**src/rtl/rx_pkt_if.sv**
```systemverilog
// Byte-stream and SRAM-write handshake bundle for the receive packet writer.
// The writer is the master of the SRAM write port; the radio/controller side is the slave.
interface rx_pkt_if;
   logic [7:0]  byte_in;
   logic        byte_valid;
   logic        byte_ready;
   logic        rx_abort;
   logic        master_write;
   logic [15:0] master_data_to_sram;
   logic        master_hint;
   logic        Pkt_Start_flag;
   logic        Crc_Error_Rollback;
   logic        pkt_done;
   logic        crc_err;
   logic        len_err;
   logic        busy;

   modport master (
      input  byte_in, byte_valid, rx_abort, master_hint,
      output byte_ready, master_write, master_data_to_sram,
             Pkt_Start_flag, Crc_Error_Rollback, pkt_done, crc_err, len_err, busy
   );

   modport slave (
      output byte_in, byte_valid, rx_abort, master_hint,
      input  byte_ready, master_write, master_data_to_sram,
             Pkt_Start_flag, Crc_Error_Rollback, pkt_done, crc_err, len_err, busy
   );
endinterface

```
**src/rtl/rx_pkt_writer.sv**
```systemverilog
// Receive packet writer: validates LEN, packs payload into 16-bit SRAM words,
// checks the trailing CRC-16/CCITT-FALSE and requests rollback on error or abort.
module rx_pkt_writer #(
   parameter int unsigned MAX_LEN  = 255,
   parameter logic [15:0] CRC_INIT = 16'hFFFF
) (
   input  logic     clk,
   input  logic     rst_n,
   rx_pkt_if.master bus
);

   typedef enum logic [2:0] {
      IDLE, START, PAYLOAD, CRC_HI, CRC_LO, FLUSH, CHECK, ROLLBACK
   } state_t;

   state_t      state_q, state_d;
   logic [7:0]  rem_q, rem_d;
   logic [15:0] crc_q, crc_d;
   logic [15:0] crc_rx_q, crc_rx_d;
   logic [7:0]  half_q, half_d;
   logic        half_vld_q, half_vld_d;
   logic        wr_q, wr_d;
   logic [15:0] wdata_q, wdata_d;
   logic        abort_q, abort_d;
   logic        rdy_en_q;

   logic rdy;
   logic acc;
   logic len_bad;
   logic abort_in;

   function automatic logic [15:0] crc16_upd(input logic [15:0] crc, input logic [7:0] b);
      logic [15:0] c;
      c = crc ^ {b, 8'h00};
      for (int i = 0; i < 8; i++) begin
         c = c[15] ? ((c << 1) ^ 16'h1021) : (c << 1);
      end
      return c;
   endfunction

   assign len_bad  = (bus.byte_in == 8'd0) || ({24'd0, bus.byte_in} > MAX_LEN);
   assign abort_in = bus.rx_abort && !abort_q &&
                     (state_q inside {START, PAYLOAD, CRC_HI, CRC_LO, FLUSH});

   // A second payload byte may only land once the single word buffer is free.
   always_comb begin
      rdy = 1'b0;
      case (state_q)
         IDLE:           rdy = 1'b1;
         PAYLOAD:        rdy = !half_vld_q || !wr_q;
         CRC_HI, CRC_LO: rdy = 1'b1;
         default:        rdy = 1'b0;
      endcase
      if (!rdy_en_q || abort_q || (bus.rx_abort && state_q != IDLE)) rdy = 1'b0;
   end

   assign acc = bus.byte_valid && rdy;

   always_comb begin
      state_d    = state_q;
      rem_d      = rem_q;
      crc_d      = crc_q;
      crc_rx_d   = crc_rx_q;
      half_d     = half_q;
      half_vld_d = half_vld_q;
      wr_d       = wr_q;
      wdata_d    = wdata_q;
      abort_d    = abort_q;

      if (wr_q && bus.master_hint) wr_d = 1'b0;

      if (abort_in) begin
         // The in-flight write is left to complete; FLUSH waits for it.
         abort_d    = 1'b1;
         half_vld_d = 1'b0;
         state_d    = FLUSH;
      end else begin
         case (state_q)
            IDLE: begin
               if (acc && !len_bad) begin
                  rem_d      = bus.byte_in;
                  crc_d      = CRC_INIT;
                  half_vld_d = 1'b0;
                  abort_d    = 1'b0;
                  state_d    = START;
               end
            end
            START: begin
               wr_d    = 1'b1;
               wdata_d = {8'h00, rem_q};
               state_d = PAYLOAD;
            end
            PAYLOAD: begin
               if (acc) begin
                  crc_d = crc16_upd(crc_q, bus.byte_in);
                  rem_d = rem_q - 8'd1;
                  if (half_vld_q) begin
                     wr_d       = 1'b1;
                     wdata_d    = {half_q, bus.byte_in};
                     half_vld_d = 1'b0;
                  end else begin
                     half_d     = bus.byte_in;
                     half_vld_d = 1'b1;
                  end
                  if (rem_q == 8'd1) state_d = CRC_HI;
               end
            end
            CRC_HI: begin
               if (acc) begin
                  crc_rx_d[15:8] = bus.byte_in;
                  state_d        = CRC_LO;
               end
            end
            CRC_LO: begin
               if (acc) begin
                  crc_rx_d[7:0] = bus.byte_in;
                  state_d       = FLUSH;
               end
            end
            FLUSH: begin
               if (abort_q) begin
                  if (!wr_q) state_d = ROLLBACK;
               end else if (half_vld_q) begin
                  if (!wr_q) begin
                     wr_d       = 1'b1;
                     wdata_d    = {half_q, 8'h00};
                     half_vld_d = 1'b0;
                  end
               end else if (!wr_q) begin
                  state_d = CHECK;
               end
            end
            CHECK: begin
               state_d = (crc_q == crc_rx_q) ? IDLE : ROLLBACK;
            end
            ROLLBACK: begin
               abort_d = 1'b0;
               state_d = IDLE;
            end
            default: state_d = IDLE;
         endcase
      end
   end

   always_ff @(posedge clk or negedge rst_n) begin
      if (!rst_n) begin
         state_q    <= IDLE;
         rem_q      <= 8'd0;
         crc_q      <= 16'h0000;
         crc_rx_q   <= 16'h0000;
         half_q     <= 8'd0;
         half_vld_q <= 1'b0;
         wr_q       <= 1'b0;
         wdata_q    <= 16'h0000;
         abort_q    <= 1'b0;
         rdy_en_q   <= 1'b0;
      end else begin
         state_q    <= state_d;
         rem_q      <= rem_d;
         crc_q      <= crc_d;
         crc_rx_q   <= crc_rx_d;
         half_q     <= half_d;
         half_vld_q <= half_vld_d;
         wr_q       <= wr_d;
         wdata_q    <= wdata_d;
         abort_q    <= abort_d;
         rdy_en_q   <= 1'b1;
      end
   end

   assign bus.byte_ready          = rdy;
   assign bus.master_write        = wr_q;
   assign bus.master_data_to_sram = wdata_q;
   assign bus.Pkt_Start_flag      = (state_q == START);
   assign bus.Crc_Error_Rollback  = (state_q == ROLLBACK);
   assign bus.crc_err             = (state_q == ROLLBACK);
   assign bus.pkt_done            = (state_q == CHECK) && (crc_q == crc_rx_q);
   assign bus.len_err             = (state_q == IDLE) && acc && len_bad;
   assign bus.busy                = (state_q != IDLE);

endmodule
```
**src/flat_wrapper.sv**
```systemverilog
// flat-port wrapper written by rule: the top's interface ports become plain ports
module rx_pkt_writer_flat 
#(
   parameter int unsigned MAX_LEN  = 255,
   parameter logic [15:0] CRC_INIT = 16'hFFFF
)
  (clk, rst_n, bus_byte_in, bus_byte_valid, bus_rx_abort, bus_master_hint, bus_byte_ready, bus_master_write, bus_master_data_to_sram, bus_Pkt_Start_flag, bus_Crc_Error_Rollback, bus_pkt_done, bus_crc_err, bus_len_err, bus_busy);
  rx_pkt_if bus_i ();
  input  logic clk;
  input  logic rst_n;
  input wire logic [$bits(bus_i.byte_in)-1:0] bus_byte_in;
  input wire logic [$bits(bus_i.byte_valid)-1:0] bus_byte_valid;
  input wire logic [$bits(bus_i.rx_abort)-1:0] bus_rx_abort;
  input wire logic [$bits(bus_i.master_hint)-1:0] bus_master_hint;
  output wire logic [$bits(bus_i.byte_ready)-1:0] bus_byte_ready;
  output wire logic [$bits(bus_i.master_write)-1:0] bus_master_write;
  output wire logic [$bits(bus_i.master_data_to_sram)-1:0] bus_master_data_to_sram;
  output wire logic [$bits(bus_i.Pkt_Start_flag)-1:0] bus_Pkt_Start_flag;
  output wire logic [$bits(bus_i.Crc_Error_Rollback)-1:0] bus_Crc_Error_Rollback;
  output wire logic [$bits(bus_i.pkt_done)-1:0] bus_pkt_done;
  output wire logic [$bits(bus_i.crc_err)-1:0] bus_crc_err;
  output wire logic [$bits(bus_i.len_err)-1:0] bus_len_err;
  output wire logic [$bits(bus_i.busy)-1:0] bus_busy;
  assign bus_i.byte_in = bus_byte_in;
  assign bus_i.byte_valid = bus_byte_valid;
  assign bus_i.rx_abort = bus_rx_abort;
  assign bus_i.master_hint = bus_master_hint;
  assign bus_byte_ready = bus_i.byte_ready;
  assign bus_master_write = bus_i.master_write;
  assign bus_master_data_to_sram = bus_i.master_data_to_sram;
  assign bus_Pkt_Start_flag = bus_i.Pkt_Start_flag;
  assign bus_Crc_Error_Rollback = bus_i.Crc_Error_Rollback;
  assign bus_pkt_done = bus_i.pkt_done;
  assign bus_crc_err = bus_i.crc_err;
  assign bus_len_err = bus_i.len_err;
  assign bus_busy = bus_i.busy;
  rx_pkt_writer #(.MAX_LEN(MAX_LEN), .CRC_INIT(CRC_INIT)) u_core (.clk(clk), .rst_n(rst_n), .bus(bus_i));
endmodule
```
**config.mk**
```make
export PLATFORM = sky130hd
export DESIGN_NAME = rx_pkt_writer_flat
export DESIGN_NICKNAME = d
export VERILOG_FILES = /design/src/rtl/rx_pkt_if.sv /design/src/rtl/rx_pkt_writer.sv /design/src/flat_wrapper.sv
export SDC_FILE = /design/constraint.sdc
export NUM_CORES = 1
export LEC_CHECK = 0
export ABC_AREA = 1
export CORE_MARGIN = 2
export CORE_UTILIZATION = 58
export DETAILED_ROUTE_END_ITERATION = 7
export GPL_TIMING_DRIVEN = 0
export PLACE_DENSITY = 0.8
export SYNTH_ARGS = -nofsm -noshare
export SYNTH_HDL_FRONTEND = slang
export SYNTH_SLANG_ARGS = --single-unit
```
**constraint.sdc**
```tcl
create_clock -name clk -period 1.9 [get_ports clk]
set_input_delay 0.285 -clock clk [delete_from_list [all_inputs] [get_ports clk]]
set_output_delay 0.285 -clock clk [all_outputs]
set_load 0.02 [all_outputs]
```
=== Word-level counts from Yosys, hierarchy flattened ===
Index checks and enable logic that the tools add are counted.
Widths: inputs -> output; s select.

* Register bits: 71
* Bits of input ports: 13
* Output and inout bits: 24
* Word-level logic and storage cells: 132

* Add/subtract/negate cells: 1
* Eq/ne operators: 23
* Multiplexer cells: 52
* Bitwise logic cells: 11
* Reduce and logical (&&, ||, !) cells: 34

{| class="wikitable"
|+ Operators with widths
! kind !! number
|-
| $mux 16 || 7
|-
| $mux 13 || 8
|-
| $pmux 16 s3 || 1
|-
| $mux 3 || 11
|-
| $pmux 16 s2 || 1
|-
| $not 3->3 || 8
|-
| $pmux 3 s8 || 1
|-
| $eq 16x16->1 || 1
|-
| $mux 1 || 16
|-
| $mux 8 || 2
|-
| $pmux 8 s2 || 1
|-
| $xor 16x16->16 || 1
|-
| $reduce_and 7->1 || 2
|-
| $eq 3x3->1 const B || 4
|-
| $ne 3x1->1 const B || 4
|-
| $reduce_and 4->1 || 3
|-
| $logic_and 1x1->1 || 9
|-
| $reduce_bool 3->1 || 3
|-
| $eq 8x1->1 const B || 1
|-
| $logic_not 8->1 || 1
|-
| $ne 2x1->1 const B || 4
|-
| $sub 8x1->8 const B || 1
|-
| $eq 3x2->1 const B || 2
|-
| $ne 3x3->1 const B || 2
|-
| 16 further kinds || 27
|}

=== Longest topological paths before layout ===
* Depth in word-level cells: 19
* Mapped depth: 13

=== Worst setup path after synthesis ===
OpenSTA, ideal clock, no wires.

* Path type: register to register
* From: reg u_core.state_q[0]
* To: reg u_core.crc_q[8]
* Setup time: 0.117 ns
* Data arrival time: 1.673 ns
* Slack: 0.110 ns
* Stages on the path, launching flop included: 13
* Period minus slack after synthesis: 1.790 ns
* Path through: dfrtp_1 -> buf_6 -> nor2_4 -> nand2_2 -> a21oi_4 -> nand3_4 -> nand2_2 -> inv_2 -> nor2_4 -> nand3_4 -> buf_6 -> nand2_1 -> nand2_1

* Longest elaborated chain between the ends: 8

{| class="wikitable"
|+ Ends and longest elaborated chain
! element !! RTL line !! RTL
|-
| start: declaration || rx_pkt_writer.sv:16 || <nowiki>state_t state_q, state_d;</nowiki>
|-
| start signal: assignment || rx_pkt_writer.sv:158 || <nowiki>state_q <= state_d;</nowiki>
|-
| $reduce_bool 3->1 * || -- ||
|-
| net bus_busy || flat_wrapper.sv:23 || <nowiki>output wire logic [$bits(bus_i.busy)-1:0] bus_busy;</nowiki>
|-
| $logic_and 1x1->1 * || rx_pkt_writer.sv:54 || <nowiki>if (!rdy_en_q || abort_q || (bus.rx_abort && state_q != IDLE)) rdy = 1'b0;</nowiki>
|-
| $logic_or 1x1->1 * || rx_pkt_writer.sv:54 ||
|-
| $mux 1 * || rx_pkt_writer.sv:54 ||
|-
| $logic_and 1x1->1 * || rx_pkt_writer.sv:57 || <nowiki>assign acc = bus.byte_valid && rdy;</nowiki>
|-
| $logic_and 1x1->1 || rx_pkt_writer.sv:80 || <nowiki>if (acc && !len_bad) begin</nowiki>
|-
| $ne 2x1->1 (no source line) || -- ||
|-
| $reduce_and 4->1 (no source line) * || -- ||
|-
| end signal: assignment || rx_pkt_writer.sv:160 || <nowiki>crc_q <= crc_d;</nowiki>
|-
| end: declaration || rx_pkt_writer.sv:18 || <nowiki>logic [15:0] crc_q, crc_d;</nowiki>
|}

The timed path passes the listed nets; every way through them passes the cells marked *.
A chain may end at the register's enable or synchronous reset.

=== Worst setup path in the final report ===
* From: reg u_core.state_q[2]
* To: reg u_core.rem_q[5]

* Longest elaborated chain between the ends: 8

{| class="wikitable"
|+ Ends and longest elaborated chain
! element !! RTL line !! RTL
|-
| $eq 3x3->1, or another cell as far along || rx_pkt_writer.sv:43, rx_pkt_writer.sv:48 ||
|-
| $reduce_or 3->1 (no source line) or $logic_and 1x1->1 (tied branches) || -- ||
|-
| $pmux 1 s2 or $logic_or 1x1->1 (tied branches) || rx_pkt_writer.sv:48, rx_pkt_writer.sv:54 ||
|-
| $mux 1 || rx_pkt_writer.sv:54 ||
|-
| $logic_and 1x1->1 || rx_pkt_writer.sv:57 ||
|-
| $logic_and 1x1->1 || rx_pkt_writer.sv:80 ||
|-
| $ne 2x1->1 (no source line) || -- ||
|-
| $reduce_and 4->1 (no source line) || -- ||
|-
| end signal: assignment || rx_pkt_writer.sv:159 || <nowiki>rem_q <= rem_d;</nowiki>
|-
| end: declaration || rx_pkt_writer.sv:17 || <nowiki>logic [7:0] rem_q, rem_d;</nowiki>
|}

Several ways; a longest one is shown, not always the timed one.

==> results.txt <==
Max Fclk = 481 MHz
CP arrival = 2320 ps
hpwl dp = 7790 um
CTS root buffer = clkbuf_8
final WL = 13,000 um
first-pass GRT wire length = 18,900 um
post-route ant nets = 0
final worst slack = -179 ps
commonest non-fill, non-tap cell in the layout = nand2_1
Tcrit/Tclk final = 1.09
Leak = 2.75 nW
Cells after Synth = 590
RePlAce Congestion = 0.977
fin. max-slew vios = 0
CTS tree = yes
sum of negative setup slack = -3780 ps
register area share after synthesis = 0.425
hold buffers post-CTS = 0
max layer used = met4
kind of end point of the critical path = register
unique cell type count in the Yosys netlist = 34
P&R area growth vs syn = 31.6%
vias in the first global route = 3,908
CTS Sinks = 71
PwrDens = 1870 mW/mm2
yosys warns = 0
Buffers on Ports = 36
Hold Path Class = primary input to asynchronous set/reset pin
# rows = 30
Skew-Pair Late Insertion Delay = 350 ps
post-synthesis sequential element count = 71
post-synthesis cell type with the largest combined area = dfrtp_1
most frequent cells in the layout = nand2_1, dfrtp_1, inv_1
syn avg cell area = 7.08 um2
GRT overflow = 0
max_slew headroom = 0.397
wl on met1 = 5100 um
fin nets = 693
Synth Flop Type = dfrtp_1
H-tree lvl count = 3
Worst IR Drop VDD = 1.02 mV
initial drt markers = 504
die area = 0.00790 mm2
Final min period = 2080 ps
multi-input logic area = 0.00221 mm2
WS Path Type = register to register
Placed Cells = 722
share of cells above drive strength 1 = 0.223
RSZ-0062 raised after global routing = yes
IO Pins = 37
routed length on met3 = 1270 um
violated checks = DRC, setup timing
crit path max fanout = 8
number of flops mapped to enable cells by yosys = 0
Req. time, crit path = 2140 ps
chip width = 88.9 um
synthesized area = 0.00418 mm2
clock transition at the registers of the reported paths = 80 ps
number of iterations in the first detailed-routing pass = 8
Ant. Diodes = 0
GRT Total Usage = 0.313
routed via count = 4,481
Vias per Instance = 5.75
# fillers = 451
routed length per instance = 16.7 um
largest net degree at the start of global routing = 72
initial antenna violation count = 0
max_cap viols = 0
final hold vios = 0
floorplan core area = 0.00687 mm2
status = complete, but fails checks
Die H = 88.9 um
top post-synthesis cells by area = dfrtp_1, nand2_1, inv_1
DRC Markers = 1
Num CTS Buffers = 9
met2 wire len = 6150 um
Startpoint Class = register
clock tree buffer depth = 2
area share of the largest cell type after synthesis = 0.425
Synthesized Nets = 605
FF+latch area = 0.00178 mm2
starting density of the core = 0.608
non-filler cells in the finished layout = 779
ys async rst share = 1.00
Least-Margin Pin Slew = 905 ps
final setup fails = 34
Setup Skew = 7.80 ps
==> area by class of cell <==
type | count | share of cell area
inverters | 71 | 0.0498
flip-flops and latches | 71 | 0.323
plain buffers | 19 | 0.0309
multi-input cells | 427 | 0.401
repair buffers | 79 | 0.128
clock inverters | 6 | 0.0196
well taps | 96 | 0.0218
clock buffers | 10 | 0.0250
==> state kept, by name, summed over array words and instances, names as in the netlist <==
register,cells
u_core.bus.master_data_to_sram,16
u_core.crc_q,16
u_core.crc_rx_q,16
u_core.half_q,8
u_core.rem_q,8
u_core.state_q,3
u_core.abort_q,1
u_core.bus.master_write,1
u_core.half_vld_q,1
u_core.rdy_en_q,1
==> where the power goes <==
part	internal (mW)	switching, mW
sequential	2.16	0.655
combinational	2.33	3.65
clock	0.904	0.605
total	5.39	4.91
==> per-stage QoR <==
step                total power, mW  hold slack (ps)  setup WS (ps)   util  cell area, um2
global route                   11.0              147           -269  0.801            5500
detailed placement             7.35              466           -635  0.678            4660
global placement               7.20              466          -1790  0.678            4660
finish                         10.3             59.2           -179  0.801            5500
CTS                            9.22             96.8           -153  0.744            5110
floorplan                      6.04            -10.6            110      -            4180
==> cell families (layout without fill, tap and decap cells) <==
| logic type | after synthesis | in the layout | synth area share |
|---|---|---|---|
| AOI/OAI and AO/OA | 60 | 60 | 0.0820 |
| xor gates and xnor gates | 13 | 13 | 0.0272 |
| adders and majority gates | 2 | 2 | 0.00599 |
| buffers and inverters | 92 | 185 | 0.0928 |
| DFF | 71 | 71 | 0.425 |
| other | 1 | 1 | 0.000897 |
| and+or+nand+nor | 351 | 351 | 0.366 |
==> routing by layer <==
layer | vias to the layer above | track usage
li1 | 2051 | -
met1 | 2063 | 0.435
met2 | 301 | 0.491
met3 | 66 | 0.0476
met4 | 0 | 0.132
met5 | - | 0
==> worst max-delay path, stage by stage (launching register included) <==
cell	delay (ps)
dfrtp_2	500
inv_2	130
nand2_4	80
a21oi_4	170
nand3_4	130
buf_6	150
o21ai_4	270
nand3_4	190
clkbuf_16	230
nand2_2	60
nand2_1	40
==> Yosys cell counts (3+ instances only) <==
master and n:
nand2_1 231, dfrtp_1 71, inv_1 62, nor2_1 43, o21ai_0 33, nand3_1 32
nand4_1 30, o21ai_1 12, buf_2 10, inv_2 9, o22ai_1 8, xor2_1 7
clkbuf_1 6, xnor2_1 6, buf_6 3, nand2_2 3
==> final timing paths <==
kind,endpoint,cells past startpoint,from,slack (ps)
setup / recovery,u_core.rem_q[5],10,u_core.state_q[2],-180
hold / removal,u_core.crc_rx_q[14],1,rst_n,60
setup reg to reg,u_core.rem_q[5],10,u_core.state_q[2],-180
hold reg to reg,u_core.bus.master_data_to_sram[1],2,u_core.bus.master_data_to_sram[1],490
max in group asynchronous,u_core.state_q[1],1,rst_n,1220
min in group clk,u_core.bus.master_data_to_sram[1],2,u_core.bus.master_data_to_sram[1],490
==> timing repair <==
action                     CTS  global route
gates resized for setup     48            75
buffers inserted            17            23
setup endpoints to repair   57            73
pin swaps                    7            13
cloned                       1             2
No activity file was read; power rests on OpenSTA's default activity.
